[config.mk]
export PLATFORM = sky130hd
export DESIGN_NAME = knn_distance_flat
export DESIGN_NICKNAME = d
export VERILOG_FILES = /design/src/rtl/knn_distance_if.sv /design/src/rtl/knn_distance.sv /design/src/flat_wrapper.sv
export SDC_FILE = /design/constraint.sdc
export NUM_CORES = 1
export LEC_CHECK = 0
export CORE_ASPECT_RATIO = 1.75
export CORE_MARGIN = 3
export CORE_UTILIZATION = 61
export CTS_CLUSTER_DIAMETER = 50
export DETAILED_ROUTE_END_ITERATION = 6
export GPL_TIMING_DRIVEN = 0
export PLACE_DENSITY = 0.94
export SETUP_SLACK_MARGIN = 0.4
export SYNTH_ARGS = -nofsm -noshare
export SYNTH_HDL_FRONTEND = slang
export SYNTH_SLANG_ARGS = --single-unit
[constraint.sdc]
create_clock -name clk_en -period 18 [get_ports clk_en]
set_input_delay 1.8 -clock clk_en [delete_from_list [all_inputs] [get_ports clk_en]]
set_output_delay 1.8 -clock clk_en [all_outputs]
set_load 0.05 [all_outputs]
[src/rtl/knn_distance_if.sv]
// Bus bundle for the KNN distance stage: control pulse, dictionary write
// port, pixel valid/ready handshake and the classifier-facing outputs.
interface knn_distance_if;
  logic        start;
  logic        dic_wr_en;
  logic [2:0]  dic_wr_addr;
  logic [15:0] dic_wr_data;
  logic        pix_valid;
  logic [15:0] pix_data;
  logic        pix_ready;
  logic [13:0] distance;
  logic [2:0]  m;
  logic        dic_go;
  logic        dic_end;
  logic        dic_end_q;
  logic        knn_fin;
  logic        busy;

  // Producer side: drives control, dictionary and pixels, observes results.
  modport master (
    output start, dic_wr_en, dic_wr_addr, dic_wr_data, pix_valid, pix_data,
    input  pix_ready, distance, m, dic_go, dic_end, dic_end_q, knn_fin, busy
  );

  // Distance stage side.
  modport slave (
    input  start, dic_wr_en, dic_wr_addr, dic_wr_data, pix_valid, pix_data,
    output pix_ready, distance, m, dic_go, dic_end, dic_end_q, knn_fin, busy
  );
endinterface

[src/rtl/knn_distance.sv]
// KNN distance stage: holds an RGB565 colour dictionary, accepts knn pixels
// per block and, for each pixel, sweeps the dictionary one entry per cycle
// emitting the squared Euclidean distance and entry index, followed by the
// end-of-sweep flag pair and an idle gap cycle. After knn pixels the block
// completion level knn_fin is raised until a qualifying start.
// All outputs are flops loaded from the value they must show in the state
// being entered, so the observable timing equals a state-decoded Moore
// machine while keeping every output registered.
module knn_distance #(
  parameter int knn       = 4,
  parameter int color_num = 5
) (
  input  logic           clk_en,
  input  logic           reset_n,
  knn_distance_if.slave  bus
);

  typedef enum logic [2:0] {
    S_IDLE     = 3'd0,
    S_WAIT_PIX = 3'd1,
    S_SWEEP    = 3'd2,
    S_END_A    = 3'd3,
    S_END_B    = 3'd4,
    S_GAP      = 3'd5,
    S_DONE     = 3'd6
  } state_e;

  localparam logic [2:0] LAST_K  = 3'(color_num - 1);
  localparam logic [5:0] KNN_CNT = 6'(knn);
  // knn_fin is high for fin_age+1 cycles when start is taken, so the
  // downstream max scan gets at least color_num+2 cycles.
  localparam logic [3:0] FIN_MIN = 4'(color_num + 1);
  localparam logic [3:0] FIN_SAT = 4'hF;

  // Squared Euclidean distance between two RGB565 colours (max 5891).
  function automatic logic [13:0] sq_dist(input logic [15:0] pix,
                                          input logic [15:0] ent);
    logic [4:0]  dr;
    logic [5:0]  dg;
    logic [4:0]  db;
    logic [9:0]  r2;
    logic [11:0] g2;
    logic [9:0]  b2;
    dr = (pix[15:11] >= ent[15:11]) ? (pix[15:11] - ent[15:11])
                                    : (ent[15:11] - pix[15:11]);
    dg = (pix[10:5] >= ent[10:5]) ? (pix[10:5] - ent[10:5])
                                  : (ent[10:5] - pix[10:5]);
    db = (pix[4:0] >= ent[4:0]) ? (pix[4:0] - ent[4:0])
                                : (ent[4:0] - pix[4:0]);
    r2 = {5'd0, dr} * {5'd0, dr};
    g2 = {6'd0, dg} * {6'd0, dg};
    b2 = {5'd0, db} * {5'd0, db};
    sq_dist = {4'd0, r2} + {2'd0, g2} + {4'd0, b2};
  endfunction

  state_e      state_q, state_d;
  logic [2:0]  k_q, k_d;
  logic [5:0]  pix_cnt_q, pix_cnt_d;
  logic [3:0]  fin_age_q, fin_age_d;
  logic [15:0] pix_q, pix_d;
  logic [15:0] dict_q [color_num];
  logic [15:0] dict_d [color_num];

  logic        pix_ready_q, pix_ready_d;
  logic [13:0] distance_q, distance_d;
  logic [2:0]  m_q, m_d;
  logic        dic_go_q, dic_go_d;
  logic        end_flag_q, end_flag_d;
  logic        end_dly_q, end_dly_d;
  logic        knn_fin_q, knn_fin_d;
  logic        busy_q, busy_d;

  logic        wr_allowed;
  logic [15:0] entry_sel;

  // Dictionary next value: writes land only while idle or done, and an
  // out-of-range address matches no entry so it is silently dropped.
  always_comb begin
    wr_allowed = bus.dic_wr_en && ((state_q == S_IDLE) || (state_q == S_DONE));
    for (int i = 0; i < color_num; i++) begin
      if (wr_allowed && (bus.dic_wr_addr == 3'(i))) begin
        dict_d[i] = bus.dic_wr_data;
      end else begin
        dict_d[i] = dict_q[i];
      end
    end
  end

  // Sequencer next state: block start, pixel accept, sweep, flags, gap, done.
  always_comb begin
    state_d   = state_q;
    k_d       = k_q;
    pix_cnt_d = pix_cnt_q;
    fin_age_d = fin_age_q;
    pix_d     = pix_q;
    case (state_q)
      S_IDLE: begin
        if (bus.start) begin
          state_d   = S_WAIT_PIX;
          pix_cnt_d = 6'd0;
        end else begin
          state_d = S_IDLE;
        end
      end
      S_WAIT_PIX: begin
        if (bus.pix_valid) begin
          pix_d   = bus.pix_data;
          k_d     = 3'd0;
          state_d = S_SWEEP;
        end else begin
          state_d = S_WAIT_PIX;
        end
      end
      S_SWEEP: begin
        if (k_q == LAST_K) begin
          state_d = S_END_A;
        end else begin
          k_d = k_q + 3'd1;
        end
      end
      S_END_A: state_d = S_END_B;
      S_END_B: state_d = S_GAP;
      S_GAP: begin
        pix_cnt_d = pix_cnt_q + 6'd1;
        if (pix_cnt_d == KNN_CNT) begin
          state_d   = S_DONE;
          fin_age_d = 4'd0;
        end else begin
          state_d = S_WAIT_PIX;
        end
      end
      S_DONE: begin
        if (bus.start && (fin_age_q >= FIN_MIN)) begin
          state_d   = S_WAIT_PIX;
          pix_cnt_d = 6'd0;
        end else if (fin_age_q != FIN_SAT) begin
          fin_age_d = fin_age_q + 4'd1;
        end else begin
          fin_age_d = fin_age_q;
        end
      end
      default: state_d = S_IDLE;
    endcase
  end

  // Output values for the state being entered; sweep reads the entry at k_d.
  always_comb begin
    entry_sel = 16'h0000;
    for (int i = 0; i < color_num; i++) begin
      if (k_d == 3'(i)) begin
        entry_sel = dict_q[i];
      end else begin
        entry_sel = entry_sel;
      end
    end
    pix_ready_d = (state_d == S_WAIT_PIX);
    busy_d      = (state_d != S_IDLE) && (state_d != S_DONE);
    knn_fin_d   = (state_d == S_DONE);
    dic_go_d    = 1'b0;
    end_flag_d  = 1'b0;
    end_dly_d   = 1'b0;
    m_d         = 3'd0;
    distance_d  = 14'd0;
    case (state_d)
      S_SWEEP: begin
        dic_go_d   = 1'b1;
        m_d        = k_d;
        distance_d = sq_dist(pix_d, entry_sel);
      end
      S_END_A: begin
        dic_go_d   = 1'b1;
        end_flag_d = 1'b1;
        m_d        = m_q;
        distance_d = distance_q;
      end
      S_END_B: begin
        dic_go_d   = 1'b1;
        end_flag_d = 1'b1;
        end_dly_d  = 1'b1;
        m_d        = m_q;
        distance_d = distance_q;
      end
      default: begin
        dic_go_d = 1'b0;
      end
    endcase
  end

  // Sequencer state registers.
  always_ff @(posedge clk_en or negedge reset_n) begin
    if (!reset_n) begin
      state_q   <= S_IDLE;
      k_q       <= 3'd0;
      pix_cnt_q <= 6'd0;
      fin_age_q <= 4'd0;
      pix_q     <= 16'h0000;
    end else begin
      state_q   <= state_d;
      k_q       <= k_d;
      pix_cnt_q <= pix_cnt_d;
      fin_age_q <= fin_age_d;
      pix_q     <= pix_d;
    end
  end

  // Dictionary storage, cleared on reset.
  always_ff @(posedge clk_en or negedge reset_n) begin
    if (!reset_n) begin
      for (int i = 0; i < color_num; i++) begin
        dict_q[i] <= 16'h0000;
      end
    end else begin
      for (int i = 0; i < color_num; i++) begin
        dict_q[i] <= dict_d[i];
      end
    end
  end

  // Registered outputs.
  always_ff @(posedge clk_en or negedge reset_n) begin
    if (!reset_n) begin
      pix_ready_q <= 1'b0;
      distance_q  <= 14'd0;
      m_q         <= 3'd0;
      dic_go_q    <= 1'b0;
      end_flag_q  <= 1'b0;
      end_dly_q   <= 1'b0;
      knn_fin_q   <= 1'b0;
      busy_q      <= 1'b0;
    end else begin
      pix_ready_q <= pix_ready_d;
      distance_q  <= distance_d;
      m_q         <= m_d;
      dic_go_q    <= dic_go_d;
      end_flag_q  <= end_flag_d;
      end_dly_q   <= end_dly_d;
      knn_fin_q   <= knn_fin_d;
      busy_q      <= busy_d;
    end
  end

  assign bus.pix_ready = pix_ready_q;
  assign bus.distance  = distance_q;
  assign bus.m         = m_q;
  assign bus.dic_go    = dic_go_q;
  assign bus.dic_end   = end_flag_q;
  assign bus.dic_end_q = end_dly_q;
  assign bus.knn_fin   = knn_fin_q;
  assign bus.busy      = busy_q;

endmodule

[src/flat_wrapper.sv]
// flat-port wrapper written by rule: the top's interface ports become plain ports
module knn_distance_flat 
#(
  parameter int knn       = 4,
  parameter int color_num = 5
)
  (clk_en, reset_n, bus_start, bus_dic_wr_en, bus_dic_wr_addr, bus_dic_wr_data, bus_pix_valid, bus_pix_data, bus_pix_ready, bus_distance, bus_m, bus_dic_go, bus_dic_end, bus_dic_end_q, bus_knn_fin, bus_busy);
  knn_distance_if bus_i ();
  input  logic clk_en;
  input  logic reset_n;
  input wire logic [$bits(bus_i.start)-1:0] bus_start;
  input wire logic [$bits(bus_i.dic_wr_en)-1:0] bus_dic_wr_en;
  input wire logic [$bits(bus_i.dic_wr_addr)-1:0] bus_dic_wr_addr;
  input wire logic [$bits(bus_i.dic_wr_data)-1:0] bus_dic_wr_data;
  input wire logic [$bits(bus_i.pix_valid)-1:0] bus_pix_valid;
  input wire logic [$bits(bus_i.pix_data)-1:0] bus_pix_data;
  output wire logic [$bits(bus_i.pix_ready)-1:0] bus_pix_ready;
  output wire logic [$bits(bus_i.distance)-1:0] bus_distance;
  output wire logic [$bits(bus_i.m)-1:0] bus_m;
  output wire logic [$bits(bus_i.dic_go)-1:0] bus_dic_go;
  output wire logic [$bits(bus_i.dic_end)-1:0] bus_dic_end;
  output wire logic [$bits(bus_i.dic_end_q)-1:0] bus_dic_end_q;
  output wire logic [$bits(bus_i.knn_fin)-1:0] bus_knn_fin;
  output wire logic [$bits(bus_i.busy)-1:0] bus_busy;
  assign bus_i.start = bus_start;
  assign bus_i.dic_wr_en = bus_dic_wr_en;
  assign bus_i.dic_wr_addr = bus_dic_wr_addr;
  assign bus_i.dic_wr_data = bus_dic_wr_data;
  assign bus_i.pix_valid = bus_pix_valid;
  assign bus_i.pix_data = bus_pix_data;
  assign bus_pix_ready = bus_i.pix_ready;
  assign bus_distance = bus_i.distance;
  assign bus_m = bus_i.m;
  assign bus_dic_go = bus_i.dic_go;
  assign bus_dic_end = bus_i.dic_end;
  assign bus_dic_end_q = bus_i.dic_end_q;
  assign bus_knn_fin = bus_i.knn_fin;
  assign bus_busy = bus_i.busy;
  knn_distance #(.knn(knn), .color_num(color_num)) u_core (.clk_en(clk_en), .reset_n(reset_n), .bus(bus_i));
endmodule
==> results of run 1 <==
==> Yosys cell counts, types with 3 or more instances <==
cell	count	area (sq um)
dfrtp_1	135	3380
fa_1	43	861
and3_1	4	25.0
nand2_1	35	131
buf_4	4	30.0
or3_1	3	18.8
o21ai_0	27	135
or2_2	6	37.5
nor2_1	52	195
xor2_1	9	78.8
a22oi_1	17	128
nor2b_1	13	81.3
nand3b_1	3	22.5
a32o_1	3	30.0
a22o_1	17	149
xnor2_1	15	131
inv_1	98	368
mux4_2	16	360
a31oi_1	7	43.8
nor4_1	4	25.0
a21o_1	11	82.6
nand3_1	11	55.1
o31ai_1	4	30.0
o21ai_1	3	15.0
buf_2	8	40.0
mux2_2	86	968
nor3_2	3	30.0
clkbuf_1	11	41.3
nor3_1	8	40.0
nand2b_1	19	119
mux2i_1	21	210
a21oi_1	37	185
ha_1	86	1080
o21a_1	7	52.6
==> cells by family (layout without fill, tap and decap cells) <==
| kind of cell | after synthesis | after routing | synth area share |
|---|---|---|---|
| flops | 135 | 135 | 0.350 |
| buf+inv | 124 | 216 | 0.0508 |
| compound gates | 159 | 159 | 0.118 |
| simple gates | 177 | 177 | 0.0976 |
| fa+ha+maj | 129 | 129 | 0.201 |
| mux | 123 | 123 | 0.159 |
| xor+xnor | 25 | 25 | 0.0241 |
==> worst min path at each step <==
stage,to,slack (ns),start
after floorplan,u_core.pix_cnt_q[5]$_DFFE_PN0P_,0.44,u_core.pix_cnt_q[5]$_DFFE_PN0P_
after global placement,u_core.pix_cnt_q[5]$_DFFE_PN0P_,0.45,u_core.pix_cnt_q[5]$_DFFE_PN0P_
after detailed placement,u_core.pix_cnt_q[5]$_DFFE_PN0P_,0.46,u_core.pix_cnt_q[5]$_DFFE_PN0P_
after CTS,u_core.pix_cnt_q[5]$_DFFE_PN0P_,0.47,u_core.pix_cnt_q[5]$_DFFE_PN0P_
after global routing,u_core.bus.distance[13]$_DFFE_PN0N_,0.50,u_core.bus.distance[13]$_DFFE_PN0N_
final,u_core.bus.distance[1]$_DFFE_PN0N_,0.47,u_core.bus.distance[1]$_DFFE_PN0N_
==> layout make-up <==
type | instances | area [sq um]
Multi-Input combinational cell | 613 | 5790
Fill cell | 943 | 4260
Sequential cell | 135 | 3380
Timing Repair Buffer | 62 | 639
Clock buffer | 19 | 453
Inverter | 100 | 375
Tap cell | 186 | 233
Clock inverter | 11 | 221
Buffer | 24 | 115
==> worst reg2reg max path, delay by kind of cell, from the launching register on <==
family	cells	cell delay (ns)
DFF	1	0.51
adders and majority gates	13	5.41
muxes	1	0.66
xor gates and xnor gates	3	1.30
buffers and inverters	6	0.40
and+or+nand+nor	3	0.75
AOI/OAI and AO/OA	12	3.02
==> sequential cells by signal, indices dropped and copies added (netlist names) <==
name,flops
u_core.bus.distance,14
u_core.state_q,3
u_core.bus.pix_ready,1
u_core.bus.knn_fin,1
u_core.bus.dic_end,1
u_core.fin_age_q,4
u_core.k_q,3
u_core.bus.dic_end_q,1
u_core.pix_q,16
u_core.bus.m,3
u_core.bus.dic_go,1
u_core.dict_q,80
u_core.bus.busy,1
u_core.pix_cnt_q,6
==> through the flow <==
stage               setup slack, ns  instances   util  hold slack [ns]  cell area [sq um]
detailed placement             4.46       1120  0.681            0.459              10500
global placement               4.74       1119  0.679            0.454              10500
finish                         4.84       1150  0.724            0.473              11200
global route                   4.26       1150  0.724            0.503              11200
floorplan                      6.54        872      -            0.437               9660
CTS                            4.86       1150  0.724            0.472              11200
==> routing by layer <==
layer / up-vias / GRT usage / share of wire
met1: 3713 / 0.327 / 0.35
met3: 117 / 0.0501 / 0.045
met2: 327 / 0.534 / 0.54
met4: 0 / 0.181 / 0.061
met5: - / 0 / 0
li1: 3236 / - / -
==> impl_results.md, run 1 <==
* Run status: completed
* Nets@finish at 1122
* Initial drt markers at 533
* Syn avg cell area at 11.1 sq um
* Total gr overflow at 0
* Share of the yosys chip area belonging to registers at 0.350
* IO Port Bufs at 61
* HPWL after DPL at 17.4 mm
* Die height at 172 microns
* RSZ-0062 raised after global routing: false
* CTS clk-pin slew, worst paths at 0.06 ns
* Critical Path Sink: u_core.bus.distance[12]$_DFFE_PN0N_
* Number of design rule violations left after detail routing at 0
* CTS tree: yes
* Rows at 60
* Vias in the first global route at 7969
* Critical path buffer and inverter count at 8
* Period Utilization, post-route at 0.731
* Type of element capturing the critical path: register
* Most frequent standard cell in the layout excluding fill and tap cells: dfrtp_1
* Startpoint-to-endpoint class of the critical path: input pin to register
* Root Buffer: clkbuf_16
* Number of slew-limit violations in the final report at 0
* Total core area at 0.0155 sq mm
* Num ports at 63
* Max Cap Violations at 0
* Overall die area at 0.0174 sq mm
* Total detailed-routing wirelength at 24.8 mm
* Number of synthesized flops with an enable pin at 0
* Minimum clock period after layout at 13.16 ns
* Clk_skew at 0.00989 ns
* Worst reg2reg endpoint: u_core.bus.distance[12]$_DFFE_PN0N_
* Routability Congestion at 0.857
* Total number of vias at 7393
* Initial cell density of the core at 0.624
* Synth unique cells at 72
* Number of detailed-routing iterations run before antenna repair at 7
* Largest driver fanout on the critical path at 10
* Number of gates resized after CTS at 0
* Die width at 101 microns
* Most frequent cells in the layout: 135 x dfrtp_1, 98 x inv_1, 86 x mux2_2, 86 x ha_1, 60 x clkdlybuf4s50_1
* Setup Total Neg Slack at 0 ns
* Antenna violations before repair at 0
* Dominant register cell in the synthesized netlist: dfrtp_1
* Number of setup violations in the final report at 0
* Residual antenna-violating net count after detailed routing at 0
* Max Root-Sink Buffers at 2
* Tightest Hold Check Type: register to register
* Synthesized area at 0.00966 sq mm
* Clock buffer count from CTS at 17
* Post-CTS repair timing setup buffer count at 0
* Crit path required time at 18.34 ns
* Gate family responsible for the most delay along the worst path: adder cells
* Layout cell share with drive strength beyond 1 at 0.179
* Net count after synthesis at 1041
* Reg2Reg Launch Point: u_core.k_q[0]$_DFF_PN0_
* Clock H-tree levels at 4
* Count of state elements after synthesis at 135
* Number of hold-slack violations in the final timing report at 0
* Top achievable clock speed at 0.0760 GHz
* Slack of the worst reg-to-reg path at 5.92 ns
* Clock Sinks at 135
* CP Launch Point: bus_pix_valid
* Remaining max-slew budget at the tightest pin at 0.271
* Highest-delay cell along the critical path: a22oi_2
* Total of hold buffers inserted after clock tree synthesis at 0
* First-pass GRT wire length at 40.5 mm
* Hold path depth at 2
* Share of synthesized registers carrying an async set or reset at 1.00
* Stages on the worst setup path at 39
* Kind of launch point of the worst setup path: input pin
* Transition time of the tightest slew-check pin at 1.08 ns
* Number of vias per cell at 6.43
* Total global routing track utilization at 0.299
* Path depth of the worst reg2reg path at 38
* Largest net degree at the start of global routing at 94
* Clock latency at the later pin of the worst-skew pair at 0.43 ns
* Layout Area Growth over Synthesis at 16.0%
* Cell seen most often among critical-path stages: fa_1
* Yosys warnings at 0
* Arrival time at the worst endpoint at 13.51 ns
* WL per Instance at 21.6 microns
* Number of standard cells after synthesis at 872
* ANT cells at 0
* Highest cell delay on the worst timing path at 0.65 ns
Power of run 1 is not shown: default switching activity piles up to over one toggle a cycle in this logic, so the estimate is an artifact.
==> inputs of run 2 (changes only) <==
Clock period 18 ns to 13.5 ns, I/O delays scaled along.
==> run 2 against run 1 <==
Against the previous run: design area hardly changed; sequential share of layout area about the same; worst setup slack worse by 3.8 ns; count of clock-buffer cells in the layout did not move; non-clock buffer count is 1 higher; wire length is 0.17% higher; via count up 0.23%; register-to-register slack got worse by 4.5 ns; critical path depth shrank 2.
==> impl_results.md, run 2 (same netlist as run 1, synthesis figures left out) <==
* Startpoint-to-endpoint class of the critical path: input pin to register
* IO Port Bufs at 61 (unchanged)
* Number of slew-limit violations in the final report at 0 (unchanged)
* Sequential cell area at 0.00338 sq mm (unchanged)
* Remaining max-slew budget at the tightest pin at 0.257 (-0.0134)
* Antenna violations before repair at 0 (unchanged)
* Run status: completed
* Nets@finish at 1123 (+0.089%)
* Initial cell density of the core at 0.624 (unchanged)
* Gate family responsible for the most delay along the worst path: adder cells
* Hold Path Origin: u_core.bus.distance[11]$_DFFE_PN0N_
* Path depth of the worst reg2reg path at 38 (unchanged)
* Total core area at 0.0155 sq mm (unchanged)
* Number of hold-slack violations in the final timing report at 0 (unchanged)
* Overall die area at 0.0174 sq mm (unchanged)
* Die height at 172 microns (unchanged)
* Num ports at 63 (unchanged)
* Clk_skew at 0.00831 ns (-0.00158 ns)
* Top achievable clock speed at 0.0805 GHz
* Period Utilization, post-route at 0.920
* Clock H-tree levels at 4 (unchanged)
* CTS tree: yes
* Number of vias per cell at 6.44 (+0.14%)
* Number of setup violations in the final report at 0 (unchanged)
* Minimum clock period after layout at 12.42 ns
* Number of detailed-routing iterations run before antenna repair at 6 (-1)
* Met2 track demand over resource at 0.534 (unchanged)
* Layout Area Growth over Synthesis at 16.1% (about the same)
* Cell seen most often among critical-path stages: fa_1
* Total global routing track utilization at 0.299 (unchanged)
* Tightest Hold Check Type: register to register
* Arrival time at the worst endpoint at 12.76 ns (-0.75 ns)
* Register with the most flip-flops: u_core.dict_q
* Die width at 101 microns (unchanged)
* Stages on the worst setup path at 37 (-5.1%)
* Clock Sinks at 135 (unchanged)
* Endpoint of the worst hold path: u_core.bus.distance[11]$_DFFE_PN0N_
* Number of flip-flops under the largest register name at 80 (unchanged)
* Number of design rule violations left after detail routing at 0 (unchanged)
* Max Cap Violations at 0 (unchanged)
* Multi-input combinational cell area at 0.00579 sq mm (unchanged)
* Clock buffer count from CTS at 17 (unchanged)
* Initial drt markers at 551 (+3.4%)
* Transition time of the tightest slew-check pin at 1.10 ns (+0.0199 ns)
* Root Buffer: clkbuf_16
* Max Root-Sink Buffers at 2 (unchanged)
* Kind of launch point of the worst setup path: input pin
* RSZ-0062 raised after global routing: false
* Residual antenna-violating net count after detailed routing at 0 (unchanged)
* Hold path depth at 2 (unchanged)
* First-pass GRT wire length at 40.5 mm (unchanged)
* Most frequent cells in the layout: 135 x dfrtp_1, 98 x inv_1, 86 x mux2_2, 86 x ha_1, 60 x clkdlybuf4s50_1
* CTS clk-pin slew, worst paths at 0.06 ns (about the same)
* Critical path buffer and inverter count at 6 (-2)
* Vias in the first global route at 7969 (unchanged)
* Routability Congestion at 0.857 (unchanged)
* Reg2Reg Launch Point: u_core.k_q[0]$_DFF_PN0_
* Largest net degree at the start of global routing at 94 (unchanged)
* Rows at 60 (unchanged)
* Total gr overflow at 0 (unchanged)
* Clock latency at the later pin of the worst-skew pair at 0.42 ns (about the same)
* Highest cell delay on the worst timing path at 0.79 ns (+0.14 ns)
* Count of fill cells added during filler insertion at 941 (-0.21%)
* Met1 demand-to-capacity share in global routing at 0.327 (unchanged)
* WL per Instance at 21.6 microns (about the same)
* HPWL after DPL at 17.4 mm (unchanged)
* Layout cell share with drive strength beyond 1 at 0.180 (+0.000850)
* Worst reg2reg endpoint: u_core.bus.distance[12]$_DFFE_PN0N_
* Setup Total Neg Slack at 0 ns (unchanged)
* Total detailed-routing wirelength at 24.9 mm (+0.17%)
* Most frequent standard cell in the layout excluding fill and tap cells: dfrtp_1
* Total number of vias at 7410 (+0.23%)
* Crit path required time at 13.84 ns (-4.50 ns)
* Met3 track demand over resource in global routing at 0.0501 (unchanged)
* Highest-delay cell along the critical path: a311oi_4
* Number of gates resized after CTS at 0 (unchanged)
* Largest driver fanout on the critical path at 9 (-1)
* Slack of the worst reg-to-reg path at 1.40 ns (-4.52 ns)
* Type of element capturing the critical path: register
* Layer carrying the most global-route usage: met2
* ANT cells at 0 (unchanged)
[run 2: cell type report]
class / count / area share
inverters: 100 / 0.0335
well taps: 186 / 0.0208
plain buffers: 24 / 0.0103
flip-flops and latches: 135 / 0.301
clock inverters: 11 / 0.0198
multi-input cells: 613 / 0.516
clock buffers: 19 / 0.0404
repair buffers: 63 / 0.0577
[run 2: worst max path at each step]
stage,start,endpoint,slack [ns]
floorplan,bus_pix_valid,u_core.bus.distance[12]$_DFFE_PN0N_,2.49
global placement,bus_pix_valid,u_core.bus.distance[12]$_DFFE_PN0N_,0.69
detailed placement,bus_pix_valid,u_core.bus.distance[12]$_DFFE_PN0N_,0.41
CTS,bus_pix_valid,u_core.bus.distance[12]$_DFFE_PN0N_,0.81
global route,bus_pix_valid,u_core.bus.distance[12]$_DFFE_PN0N_,0.59
finish,bus_pix_valid,u_core.bus.distance[12]$_DFFE_PN0N_,1.08
[run 2: timing repair]
item,4_1_cts,5_1_grt
hold buffers,0,0
setup buffers,0,1
endpoints found under the setup margin,0,1
[run 2: metal layers]
layer  share of wire  vias up
met5               0        -
met3           0.050      137
met1            0.35     3687
met4           0.067        0
met2            0.54      351
li1                -     3235
[run 2: metrics by stage]
step | hold slack (ns) | utilization | setup WS [ns] | instance area [sq um] | std cells
global placement | 0.454 | 0.679 | 0.688 | 10500 | 1119
floorplan | 0.437 | - | 2.49 | 9660 | 872
global route | 0.503 | 0.725 | 0.593 | 11200 | 1151
CTS | 0.472 | 0.724 | 0.813 | 11200 | 1150
detailed placement | 0.459 | 0.681 | 0.410 | 10500 | 1120
finish | 0.474 | 0.725 | 1.08 | 11200 | 1151
[run 2: worst min-delay path, stage by stage (launching register included)]
cell     delay, ns
dfrtp_1       0.34
nand2_1       0.04
o21ai_0       0.06
Power of run 2 is left out for the same reason.
